<file path="src/rtl/i2s_tx_sequencer.sv">
// I2S transmit sequencer: divides MCLK into SCLK/LRCK and hands held stereo words to the encoder.
// Build option I2S_UNDERRUN_REPEAT_EN: repeat the previous words on underrun instead of muting.
module i2s_tx_sequencer #(
  parameter int RESOLUTION = 24,
  parameter int SCLK_DIV   = 4,
  parameter int SLOT_BITS  = 32
) (
  input  logic                  MCLK,
  input  logic                  RST,
  input  logic                  enable,
  input  logic                  s_valid,
  output logic                  s_ready,
  input  logic [RESOLUTION-1:0] s_data_L,
  input  logic [RESOLUTION-1:0] s_data_R,
  output logic                  SCLK,
  output logic                  LRCK,
  output logic [RESOLUTION-1:0] data_out_L,
  output logic [RESOLUTION-1:0] data_out_R,
  output logic                  frame_start,
  output logic [15:0]           underrun_count
);

  localparam int DIV_W = (SCLK_DIV > 1) ? $clog2(SCLK_DIV) : 1;
  localparam int BIT_W = $clog2(2 * SLOT_BITS);

  localparam logic [DIV_W-1:0] DIV_LAST  = DIV_W'(SCLK_DIV - 1);
  localparam logic [DIV_W-1:0] DIV_HALF  = DIV_W'(SCLK_DIV / 2);
  localparam logic [BIT_W-1:0] BIT_LAST  = BIT_W'(2 * SLOT_BITS - 1);
  localparam logic [BIT_W-1:0] SLOT_HALF = BIT_W'(SLOT_BITS);

`ifdef I2S_UNDERRUN_REPEAT_EN
  localparam logic MUTE_ON_UNDERRUN = 1'b0;
`else
  localparam logic MUTE_ON_UNDERRUN = 1'b1;
`endif

  typedef enum logic [1:0] {
    IDLE,
    PRIME,
    RUN
  } state_t;

  state_t                  state;
  logic [DIV_W-1:0]        div_cnt;
  logic [BIT_W-1:0]        bit_cnt;
  logic [RESOLUTION-1:0]   pend_L;
  logic [RESOLUTION-1:0]   pend_R;
  logic                    pend_valid;

  logic [DIV_W-1:0]        div_nxt;
  logic [BIT_W-1:0]        bit_nxt;
  logic                    div_wrap;
  logic                    frame_wrap;
  logic                    load_pt;
  logic                    handshake;
  logic                    pend_nxt;

  always_comb begin
    div_wrap   = (div_cnt == DIV_LAST);
    div_nxt    = div_wrap ? '0 : div_cnt + 1'b1;
    bit_nxt    = bit_cnt;
    if (div_wrap) begin
      bit_nxt = (bit_cnt == BIT_LAST) ? '0 : bit_cnt + 1'b1;
    end
    frame_wrap = div_wrap && (bit_cnt == BIT_LAST);
    // SCLK rising edge inside the last (padding) bit of the right slot
    load_pt    = (bit_cnt == BIT_LAST) && (div_nxt == DIV_HALF);
    handshake  = s_valid && s_ready;
    pend_nxt   = pend_valid;
    if (handshake) begin
      pend_nxt = 1'b1;
    end else if (load_pt && pend_valid) begin
      pend_nxt = 1'b0;
    end
  end

  always_ff @(posedge MCLK or posedge RST) begin
    if (RST) begin
      state          <= IDLE;
      div_cnt        <= '0;
      bit_cnt        <= '0;
      SCLK           <= 1'b0;
      LRCK           <= 1'b0;
      data_out_L     <= '0;
      data_out_R     <= '0;
      pend_L         <= '0;
      pend_R         <= '0;
      pend_valid     <= 1'b0;
      s_ready        <= 1'b0;
      frame_start    <= 1'b0;
      underrun_count <= '0;
    end else begin
      frame_start <= 1'b0;
      case (state)
        IDLE: begin
          div_cnt    <= '0;
          bit_cnt    <= '0;
          SCLK       <= 1'b0;
          LRCK       <= 1'b0;
          pend_valid <= 1'b0;
          s_ready    <= enable;
          if (enable) begin
            state <= PRIME;
          end
        end

        PRIME: begin
          // A visible s_ready has already been offered, so a handshake wins over enable dropping
          if (handshake) begin
            data_out_L  <= s_data_L;
            data_out_R  <= s_data_R;
            frame_start <= 1'b1;
            state       <= RUN;
          end else if (!enable) begin
            s_ready <= 1'b0;
            state   <= IDLE;
          end
        end

        RUN: begin
          div_cnt <= div_nxt;
          bit_cnt <= bit_nxt;
          SCLK    <= (div_nxt >= DIV_HALF);
          LRCK    <= (bit_nxt >= SLOT_HALF);

          if (load_pt) begin
            if (pend_valid) begin
              data_out_L <= pend_L;
              data_out_R <= pend_R;
            end else begin
              if (underrun_count != '1) begin
                underrun_count <= underrun_count + 16'd1;
              end
              if (MUTE_ON_UNDERRUN) begin
                data_out_L <= '0;
                data_out_R <= '0;
              end
            end
          end

          if (handshake) begin
            pend_L <= s_data_L;
            pend_R <= s_data_R;
          end

          if (frame_wrap && !enable) begin
            state      <= IDLE;
            pend_valid <= 1'b0;
            s_ready    <= 1'b0;
          end else begin
            pend_valid  <= pend_nxt;
            s_ready     <= !pend_nxt;
            frame_start <= frame_wrap;
          end
        end

        default: begin
          state   <= IDLE;
          s_ready <= 1'b0;
        end
      endcase
    end
  end

endmodule

</file>
<file path="config.mk">
export PLATFORM = sky130hd
export DESIGN_NAME = i2s_tx_sequencer
export DESIGN_NICKNAME = d
export VERILOG_FILES = /design/src/rtl/i2s_tx_sequencer.sv
export SDC_FILE = /design/constraint.sdc
export NUM_CORES = 1
export LEC_CHECK = 0
export BUFFER_PORTS_ARGS = -buffer_cell sky130_fd_sc_hd__buf_2
export CORE_MARGIN = 5
export CORE_UTILIZATION = 55
export DETAILED_ROUTE_END_ITERATION = 7
export HOLD_SLACK_MARGIN = 0.08
export PLACE_DENSITY_LB_ADDON = 0.08
export SLEW_MARGIN = 20
export SYNTH_ARGS = -nofsm -noshare
export SYNTH_HDL_FRONTEND = slang
export SYNTH_SLANG_ARGS = --single-unit
</file>
<file path="constraint.sdc">
create_clock -name MCLK -period 10.4 [get_ports MCLK]
set_input_delay 1.04 -clock MCLK [delete_from_list [all_inputs] [get_ports MCLK]]
set_output_delay 1.04 -clock MCLK [all_outputs]
set_load 0.02 [all_outputs]
</file>
==> results.rst <==
.. list-table::
   :header-rows: 1

   * - Metric
     - Value
   * - Run status
     - finished, final reports clean
   * - Netlist Area Pre-Place
     - approximately 0.0058 mm²
   * - Post-synth net total
     - 610
   * - Total track usage
     - between 20% and 30%
   * - Final Critical Period
     - 3292 ps
   * - Count of TritonRoute iterations in the first routing pass
     - 4
   * - Clock insertion delay at the later pin of the skew report
     - 520 ps
   * - Slowest cell on the critical path
     - sky130_fd_sc_hd__ha_2
   * - Cell family with the largest share of critical-path delay
     - simple AND/OR/NAND/NOR gates
   * - Gp weighted congestion
     - between 0.8 and 0.9
   * - Critical path's largest stage delay
     - approximately 880 ps
   * - Number of failing setup endpoints in the final timing report
     - 0
   * - DIE AREA
     - ~0.013 mm²
   * - Clock buffer count from CTS
     - 17
   * - Net total in the final layout
     - a little over 700
   * - Area inside the core boundary
     - 0.01028 mm²
   * - Number of warning messages in the yosys log
     - 0
   * - Number of DRC violations after detailed routing
     - 0
   * - Met2 Wirelength
     - 5974 µm
   * - Number of buffers added on ports
     - about 120
   * - Die width
     - around 110 µm
   * - Power share of the clock group
     - between 30 and 40%
   * - Vias in the first global route
     - roughly 4500
   * - Launching element type of the critical path
     - register
   * - Hold violation count in the final report
     - 0
   * - Detailed Route Iter0 Violations
     - between 200 and 300
   * - Sequential group share of total power
     - a little over a third
   * - Sum of routed wire segments on met1
     - around 5500 µm
   * - Part of the cycle the worst path needs
     - around a third
   * - Antenna diode count
     - 0
   * - Average routed wire per standard cell
     - approximately 15 µm
   * - Unrepaired setup endpoints after global routing
     - false
   * - Clock root buffer master
     - sky130_fd_sc_hd__clkbuf_8
   * - Share of post-route cells with drive strength above 1
     - 34.18%
   * - Average instance area after synthesis
     - about 10 µm²
   * - Buffers inserted during post-CTS setup optimization
     - 0
   * - Cell count after placement
     - roughly 780
   * - Max IR drop VDD
     - ~0.00016 V
   * - Fraction of synthesized cell area taken by the top area cell type
     - about 55%
   * - Met3 wire len
     - between 700 and 800 µm
   * - Dpl hpwl
     - 8111 µm
   * - Maximum Capacitance Violations
     - 0
   * - Number of antenna violations at the first check in global routing
     - 0
   * - Total buffers and inverters traversed by the critical path
     - 2
   * - Min-Delay Path Class
     - register to register
   * - Signed area change from the synthesized netlist to the final layout
     - 22.79%
   * - Number of cells upsized or downsized after cts
     - 0
   * - Net switching fraction of the power
     - between 30 and 40%
   * - Setup Skew
     - between 9 and 10 ps
   * - Number of H-tree branching levels
     - 4
   * - Vias per Instance
     - 5.377
   * - Logic gate share of total power
     - around a third
   * - Power density normalized to cell area
     - around 280 mW/mm²
   * - Vertical die dimension
     - 112.5 µm
   * - Number of flops mapped to enable cells by yosys
     - 0
   * - Internal power summed over all cells
     - 1.341 mW
   * - Hold Buf Count CTS
     - 0
   * - Count of unique library cells instantiated by Yosys
     - 46
   * - Commonest register cell after synthesis
     - sky130_fd_sc_hd__dfrtp_1
   * - GRT Residual Overflow
     - 0
   * - Cell types occupying the most area after synthesis
     - sky130_fd_sc_hd__dfrtp_1 55%, sky130_fd_sc_hd__mux2_2 12%, sky130_fd_sc_hd__o21ai_0 7.0%, sky130_fd_sc_hd__nand2_1 5.1%, sky130_fd_sc_hd__inv_1 2.9%
   * - Number of storage elements in the synthesis netlist
     - 126
   * - Tightest slew margin relative to the limit
     - between 30% and 40%
   * - Number of antenna-violating nets in the routed design
     - 0
   * - Async set-or-reset flop fraction in the synthesized netlist
     - 100.0%
   * - Count of placed standard cells in the final layout, fillers left out
     - a little over 800
   * - Class of the most critical setup path
     - register to register
   * - Power dissipated by switching net loads
     - around 0.65 mW
   * - Clk pin slew, worst setup/hold paths
     - roughly 60 ps
   * - Pin count of the biggest net entering global routing
     - 87
   * - Maximum buffer depth of the clock tree
     - 2
   * - Boundary pin count
     - 120
   * - Worst-path fanout max
     - 62
   * - Data arrival time of the worst path
     - approximately 3700 ps
   * - Leakage power total
     - 3.515 nW
   * - Max Used Layer
     - met4
   * - TritonCTS clock tree
     - yes
   * - Via count of the routed design
     - 4350
   * - Synthesized netlist cell count
     - about 550
   * - Number of core rows
     - 37
   * - Worst setup EP type
     - register
   * - Sequential-to-total area share from yosys stat
     - between 50% and 60%
   * - Effective utilization at floorplan
     - between 50% and 60%
   * - Overall routed net length
     - ~12000 µm
   * - Max Transition Viols Final
     - 0
   * - Maximum frequency from static timing analysis
     - ~300 MHz
   * - Wire length of the first global-routing pass
     - around 21000 µm
   * - Setup Total Neg Slack
     - 0 ps
   * - Required time of the worst setup path
     - 10800 ps
   * - Measured slew at the worst slew-check pin
     - around 1000 ps
   * - Worst-path cell chain
     - inv_1 -> ha_2 -> inv_2 -> or4_4 -> nor2_1 -> mux2_2
   * - Area leader, netlist
     - sky130_fd_sc_hd__dfrtp_1
   * - Sink Count
     - between 100 and 150
tightest hold or removal path, delay by kind of cell, from the launching register on:
| kind | cells | cell delay (ps) |
|---|---|---|
| DFF | 1 | 340 |
| and+or+nand+nor | 1 | 40 |
| AOI/OAI and AO/OA | 1 | 60 |
placed cells by master, fill, tap and decap left out, types with 3 or more instances in the layout:
master,instances
sky130_fd_sc_hd__a31oi_1,4
sky130_fd_sc_hd__inv_1,44
sky130_fd_sc_hd__o21ai_0,81
sky130_fd_sc_hd__o22ai_1,3
sky130_fd_sc_hd__a21oi_1,3
sky130_fd_sc_hd__nand2_1,79
sky130_fd_sc_hd__a22o_1,11
sky130_fd_sc_hd__dfrtp_1,126
sky130_fd_sc_hd__nand4_1,8
sky130_fd_sc_hd__and3_1,3
sky130_fd_sc_hd__clkbuf_16,16
sky130_fd_sc_hd__buf_4,3
sky130_fd_sc_hd__clkinv_2,4
sky130_fd_sc_hd__a21o_1,5
sky130_fd_sc_hd__xor2_1,18
sky130_fd_sc_hd__bufinv_16,5
sky130_fd_sc_hd__nor2_1,7
sky130_fd_sc_hd__nand3_1,21
sky130_fd_sc_hd__nor4_1,3
sky130_fd_sc_hd__mux2_2,60
sky130_fd_sc_hd__nor3_1,7
sky130_fd_sc_hd__ha_1,6
sky130_fd_sc_hd__buf_2,119
worst paths after layout:
check                                 from           endpoint  slack, ps  cells after the start
min in group asynchronous              RST  underrun_count[4]        560                      2
worst max-delay path              state[0]  underrun_count[1]       7110                      6
max in group asynchronous              RST          pend_L[4]       8710                      3
worst min register to register  pend_R[19]         pend_R[19]        480                      2
worst max register to register    state[0]  underrun_count[1]       7110                      6
worst min-delay path            pend_R[19]         pend_R[19]        480                      2
final cells by class:
type	count	area, µm²
fillers	799	3184
flip-flops and latches	126	3153
multi-input cells	346	2325
repair buffers	123	629.4
clock buffers	18	427.9
clock inverters	14	212.7
inverters	46	175.2
well taps	136	170.2
power by group through the flow:
stage / clock [mW] / combinational [mW] / sequential (mW)
2_1_floorplan: 0 / 0.337 / 0.840
3_3_place_gp: 0 / 0.621 / 0.724
3_5_place_dp: 0 / 0.636 / 0.732
4_1_cts: 0.647 / 0.641 / 0.726
5_1_grt: 0.671 / 0.689 / 0.746
6_report: 0.638 / 0.629 / 0.725
metrics by stage:
step	total power [mW]	instance area (µm²)	hold WS, ps	utilization, %	worst slack, ps
after global routing	2.106	7093	505.4	69.02	6866
after detailed placement	1.368	6449	470.0	62.75	7116
after floorplan	1.177	5777	449.5	-	6004
final	1.991	7093	481.7	69.02	7108
after CTS	2.014	7089	484.0	68.98	7090
after global placement	1.346	6449	460.4	62.75	7187
metal layers:
layer / vias to the layer above / global-route usage (%)
met5: - / 0
met4: 0 / 8.974
met3: 16 / 4.636
met2: 123 / 33.77
met1: 2098 / 26.78
li1: 2113 / -
flip-flops by register name (all words and copies together), names as in the netlist:
name            flops
data_out_L         24
data_out_R         24
pend_L             24
pend_R             24
underrun_count     16
bit_cnt             6
state               2
LRCK                1
SCLK                1
div_cnt             1
frame_start         1
pend_valid          1
s_ready             1
cells by family (layout without fill, tap and decap cells):
kind of cell | Yosys count | after routing | share of synthesized area, %
adders and majority gates | 7 | 7 | 1.516
buffers and inverters | 79 | 201 | 5.544
DFF | 126 | 126 | 54.58
muxes | 61 | 61 | 11.87
AOI/OAI and AO/OA | 117 | 117 | 11.76
and+or+nand+nor | 143 | 143 | 12.00
xor gates and xnor gates | 18 | 18 | 2.729
synth_stat cells, types with 2 or more instances:
master / instances
sky130_fd_sc_hd__a21o_1: 5
sky130_fd_sc_hd__buf_2: 7
sky130_fd_sc_hd__dfrtp_1: 126
sky130_fd_sc_hd__clkbuf_1: 18
sky130_fd_sc_hd__buf_6: 2
sky130_fd_sc_hd__ha_1: 7
sky130_fd_sc_hd__a22o_1: 11
sky130_fd_sc_hd__inv_1: 45
sky130_fd_sc_hd__o22ai_1: 3
sky130_fd_sc_hd__nand3_1: 22
sky130_fd_sc_hd__nand4_1: 8
sky130_fd_sc_hd__o21ai_0: 81
sky130_fd_sc_hd__o211ai_1: 2
sky130_fd_sc_hd__and3_1: 3
sky130_fd_sc_hd__xor2_1: 18
sky130_fd_sc_hd__buf_1: 6
sky130_fd_sc_hd__nor3_1: 7
sky130_fd_sc_hd__a21oi_1: 3
sky130_fd_sc_hd__mux2_2: 60
sky130_fd_sc_hd__a31oi_1: 4
sky130_fd_sc_hd__nor2_1: 7
sky130_fd_sc_hd__nor4_1: 4
sky130_fd_sc_hd__nand2_1: 79
No activity file was read; power rests on OpenSTA's default activity.
